`config.mk`:
```
export PLATFORM = sky130hd
export DESIGN_NAME = snake_vga_sync
export DESIGN_NICKNAME = d
export VERILOG_FILES = /design/src/rtl/snake_vga_pkg.sv /design/src/rtl/vga_axis_counter.sv /design/src/rtl/snake_vga_sync.sv
export SDC_FILE = /design/constraint.sdc
export NUM_CORES = 1
export LEC_CHECK = 0
export BUFFER_PORTS_ARGS = -buffer_cell sky130_fd_sc_hd__buf_2
export CORE_MARGIN = 2
export CORE_UTILIZATION = 30
export CTS_CLUSTER_DIAMETER = 50
export CTS_CLUSTER_SIZE = 40
export DETAILED_ROUTE_END_ITERATION = 8
export SYNTH_ARGS = -nofsm -noshare
export SYNTH_HDL_FRONTEND = slang
export SYNTH_SLANG_ARGS = --single-unit
```
`constraint.sdc`:
```
create_clock -name CLK_40M -period 2.6 [get_ports CLK_40M]
set_input_delay 0.52 -clock CLK_40M [delete_from_list [all_inputs] [get_ports CLK_40M]]
set_output_delay 0.52 -clock CLK_40M [all_outputs]
set_load 0.01 [all_outputs]
```
`src/rtl/snake_vga_pkg.sv`:
```
// Shared 800x600@60 Hz timing constants for the snake game's VGA path.
// Screen controllers import this for their window checks.
package snake_vga_pkg;

  localparam int H_ACTIVE = 800;
  localparam int H_FP     = 40;
  localparam int H_SYNC   = 128;
  localparam int H_BP     = 88;
  localparam int H_TOTAL  = H_ACTIVE + H_FP + H_SYNC + H_BP;

  localparam int V_ACTIVE = 600;
  localparam int V_FP     = 1;
  localparam int V_SYNC   = 4;
  localparam int V_BP     = 23;
  localparam int V_TOTAL  = V_ACTIVE + V_FP + V_SYNC + V_BP;

  localparam logic SYNC_POL = 1'b1;

  localparam int H_W = 11;
  localparam int V_W = 10;

endpackage

```
`src/rtl/vga_axis_counter.sv`:
```
// Free-running modulo-TOTAL counter for one VGA axis.
// The counter advances on en and flags its terminal count on last.
module vga_axis_counter #(
  parameter int TOTAL = 1056,
  parameter int W     = 11
) (
  input  logic         CLK_40M,
  input  logic         RST,
  input  logic         en,
  input  logic         clear,
  output logic [W-1:0] cnt,
  output logic         last
);

  localparam logic [W-1:0] LAST_VAL = W'(TOTAL - 1);

  assign last = (cnt == LAST_VAL);

  always_ff @(posedge CLK_40M or posedge RST) begin
    if (RST) begin
      cnt <= '0;
    end else if (clear) begin
      cnt <= '0;
    end else if (en) begin
      cnt <= last ? '0 : cnt + W'(1);
    end
  end

endmodule

```
`src/rtl/snake_vga_sync.sv`:
```
// VGA timing generator: registered HSYNC/VSYNC, active qualifier, pixel
// address and a one-cycle frame tick at the start of vertical blanking.
module snake_vga_sync #(
  parameter int   H_ACTIVE = snake_vga_pkg::H_ACTIVE,
  parameter int   H_FP     = snake_vga_pkg::H_FP,
  parameter int   H_SYNC   = snake_vga_pkg::H_SYNC,
  parameter int   H_BP     = snake_vga_pkg::H_BP,
  parameter int   V_ACTIVE = snake_vga_pkg::V_ACTIVE,
  parameter int   V_FP     = snake_vga_pkg::V_FP,
  parameter int   V_SYNC   = snake_vga_pkg::V_SYNC,
  parameter int   V_BP     = snake_vga_pkg::V_BP,
  parameter logic SYNC_POL = snake_vga_pkg::SYNC_POL
) (
  input  logic        CLK_40M,
  input  logic        RST,
  output logic        HSYNC_Sig,
  output logic        VSYNC_Sig,
  output logic        Ready_Sig,
  output logic [10:0] Column_add,
  output logic [10:0] Row_add,
  output logic        Frame_tick
);
  import snake_vga_pkg::*;

  localparam int LINE_TOTAL  = H_ACTIVE + H_FP + H_SYNC + H_BP;
  localparam int FRAME_LINES = V_ACTIVE + V_FP + V_SYNC + V_BP;

  localparam logic [H_W-1:0] H_ACT_END = H_W'(H_ACTIVE);
  localparam logic [H_W-1:0] HS_FIRST  = H_W'(H_ACTIVE + H_FP);
  localparam logic [H_W-1:0] HS_LAST   = H_W'(H_ACTIVE + H_FP + H_SYNC - 1);
  localparam logic [V_W-1:0] V_ACT_END = V_W'(V_ACTIVE);
  localparam logic [V_W-1:0] VS_FIRST  = V_W'(V_ACTIVE + V_FP);
  localparam logic [V_W-1:0] VS_LAST   = V_W'(V_ACTIVE + V_FP + V_SYNC - 1);

  logic [H_W-1:0] h_cnt;
  logic [V_W-1:0] v_cnt;
  logic           h_last;
  logic           v_last_unused;
  logic           active;
  logic           hs;
  logic           vs;
  logic           tick;

  vga_axis_counter #(.TOTAL(LINE_TOTAL), .W(H_W)) u_h_cnt (
    .CLK_40M (CLK_40M),
    .RST     (RST),
    .en      (1'b1),
    .clear   (1'b0),
    .cnt     (h_cnt),
    .last    (h_last)
  );

  // Line counter steps once per completed line and wraps with the last pixel.
  vga_axis_counter #(.TOTAL(FRAME_LINES), .W(V_W)) u_v_cnt (
    .CLK_40M (CLK_40M),
    .RST     (RST),
    .en      (h_last),
    .clear   (1'b0),
    .cnt     (v_cnt),
    .last    (v_last_unused)
  );

  assign active = (h_cnt < H_ACT_END) && (v_cnt < V_ACT_END);
  assign hs     = (h_cnt >= HS_FIRST) && (h_cnt <= HS_LAST);
  assign vs     = (v_cnt >= VS_FIRST) && (v_cnt <= VS_LAST);
  assign tick   = (v_cnt == V_ACT_END) && (h_cnt == '0);

  // All outputs share one register stage so they stay mutually aligned.
  always_ff @(posedge CLK_40M or posedge RST) begin
    if (RST) begin
      HSYNC_Sig  <= ~SYNC_POL;
      VSYNC_Sig  <= ~SYNC_POL;
      Ready_Sig  <= 1'b0;
      Column_add <= '0;
      Row_add    <= '0;
      Frame_tick <= 1'b0;
    end else begin
      HSYNC_Sig  <= hs ? SYNC_POL : ~SYNC_POL;
      VSYNC_Sig  <= vs ? SYNC_POL : ~SYNC_POL;
      Ready_Sig  <= active;
      Column_add <= active ? 11'(h_cnt) : 11'd0;
      Row_add    <= active ? 11'(v_cnt) : 11'd0;
      Frame_tick <= tick;
    end
  end

endmodule

```
==> metrics.csv <==
metric,value,unit
Hold Buf Count CTS,0,
cells after synthesis,178,
crit-path cells,or3_4 -> or4_1 -> or3b_1 -> mux2i_1,
final hold vios,0,
Layout area overhead,15.96,%
antenna diode count,0,
pin count of the biggest net entering global routing,28,
"Avg Cell Area, Syn",11.06,µm²
DRC violations left,0,
mapped cell area,1968,µm²
io pins,28,
vias in the first global route,1250,
asr flop ratio synth,1.000,
dominant cell type by area after synthesis,dfrtp_1,
pwr/cell area,512.6,nW/µm²
final cycle utilization of the critical path,0.8390,
Final Non-Filler Cells,286,
Setup Skew,0.01025,ns
initial DRC count,46,
CP max stage delay,0.65,ns
Final TNS setup,0,ns
Tmin final,2.181,ns
"FF+latch count, synth",46,
ANT nets after route,0,
Post-CTS Setup Bufs,0,
hpwl dp,2471,µm
final worst slack,0.4186,ns
Post-synth EDFFs,0,
Initial Util,0.3100,
routed wire length per instance,12.53,µm
status,finished clean,
die width,85.00,µm
H-tree Lvls,2,
maximum clock frequency,458.4,MHz
clk buf depth,2,
post-CTS sizing,0,
Worst path slowest cell,or4_1,
final setup fails,0,
Pwr Total,1.170,mW
clock sink count,46,
via count,1328,
row count,29,
first-pass GRT wire length,6072,µm
number of vias per cell,4.643,
die area,7224,µm²
count of pins over their slew limit,0,
CP Launch Type,register,
ys flop type,dfrtp_1,
1st-pass router iterations,6,
GRT overflow,0,
"count leader, synth",dfrtp_1,
register area share after synthesis,0.5849,
worst vdd ir,0.2580,mV
GPL Wtd Cong,0.8699,
Max-cap violations,0,
Setup WS pre-CTS,0.4727,ns
Core Area,6350,µm²
"Clk pin slew, worst setup/hold paths",0.09,ns
Yosys warnings,0,
Worst setup EP type,register,
CP Data Required Time,2.83,ns
RSZ-0062 raised after global routing,no,
die height,85.00,µm
Placed Cells,278,
Worst Hold Class,in2async,
fin nets,215,
leak pwr,1.130,nW
top-area cell type share of the netlist area,0.5849,
critical path data arrival time,2.41,ns
number of antenna violations at the first check in global routing,0,
CTS tree,done,
GRT Total Usage,0.1059,
CP max FO,8,
DRT Wirelength,3584,µm
critical path type,reg2reg,
Yosys cell types,38,
Port Buffers,26,
CTS root buffer,clkbuf_8,
share of layout cells above drive strength 1,0.2201,
most frequent cells after synthesis,"46 x dfrtp_1, 19 x and2_1, 10 x inv_1, 10 x nor2_1, 9 x nand3_1",
synth top area cells,"dfrtp_1 58%, and2_1 6.0%, ha_1 3.2%",
TritonCTS buffer count,5,
"Clk Latency, worst-skew pair",0.30,ns
[metal layers]
layer | global-route usage | wire, µm | vias up | share of wire
li1 | - | - | 657 | -
met1 | 0.1429 | 1777 | 633 | 0.50
met2 | 0.1626 | 1588 | 30 | 0.44
met3 | 0.02335 | 120 | 8 | 0.033
met4 | 0.04906 | 97 | 0 | 0.027
met5 | 0 | 0 | - | 0
[cell type report]
class / instances / area, µm²
multi-input cells: 115 / 747.0
repair buffers: 30 / 160.2
flip-flops and latches: 46 / 1151
well taps: 77 / 96.34
fillers: 636 / 4068
clock buffers: 5 / 68.82
clock inverters: 3 / 21.27
inverters: 10 / 37.54
[worst paths after layout]
kind | startpoint | endpoint | slack (ns) | depth (start not counted)
setup / recovery | u_h_cnt.cnt[5] | u_v_cnt.cnt[9] | 0.42 | 4
hold / removal | RST | u_h_cnt.cnt[6] | 0.19 | 2
setup reg to reg | u_h_cnt.cnt[5] | u_v_cnt.cnt[9] | 0.42 | 4
hold reg to reg | u_h_cnt.cnt[10] | u_h_cnt.cnt[10] | 0.51 | 1
max in group asynchronous | RST | Row_add[5] | 1.72 | 3
min in group CLK_40M | u_h_cnt.cnt[10] | u_h_cnt.cnt[10] | 0.51 | 1
[worst max-delay path: cells and delay by family (launching register included)]
kind | cells | cell delay [ns]
flip-flops | 1 | 0.46
AND/OR/NAND/NOR | 3 | 1.50
multiplexers | 1 | 0.14
[flip-flops by register name, indices dropped and copies added, names as in the netlist]
| name | count |
|---|---|
| HSYNC_Sig | 1 |
| Frame_tick | 1 |
| Column_add | 11 |
| u_h_cnt.cnt | 11 |
| Row_add | 10 |
| VSYNC_Sig | 1 |
| Ready_Sig | 1 |
| u_v_cnt.cnt | 10 |
[stage by stage]
step,hold WS (ns),util,cell area [µm²]
4_1_cts,0.1959,0.3594,2282
2_1_floorplan,0.4681,-,1972
5_1_grt,0.2184,0.3594,2282
6_report,0.1892,0.3594,2282
3_5_place_dp,0.4966,0.3452,2192
3_3_place_gp,0.4893,0.3452,2192
[power breakdown]
part           internal [mW]  switching [mW]
sequential             0.715        0.000134
clock                  0.189           0.248
combinational        0.00220          0.0150
total                  0.907           0.263
[logic make-up (layout without fill, tap and decap cells)]
logic type / count (synthesis) / count (layout) / share of synthesized area
compound gates: 18 / 18 / 0.05595
xor+xnor: 11 / 11 / 0.04895
fa+ha+maj: 5 / 5 / 0.03179
buf+inv: 18 / 48 / 0.03751
flops: 46 / 46 / 0.5849
mux: 4 / 4 / 0.02098
other cells: 1 / 2 / 0.001905
simple gates: 75 / 75 / 0.2181
[layout by cell type, fill, tap and decap left out, types with 4 or more instances in the layout]
cell	instances
nand3_1	9
nand2_1	8
inv_1	9
buf_4	4
ha_1	5
xor2_1	6
xnor2_1	5
dfrtp_1	46
nand4_1	5
o21ai_0	5
nor2_1	10
a21oi_1	6
clkbuf_8	5
and2_1	19
buf_2	26
No activity file was read; power rests on OpenSTA's default activity.
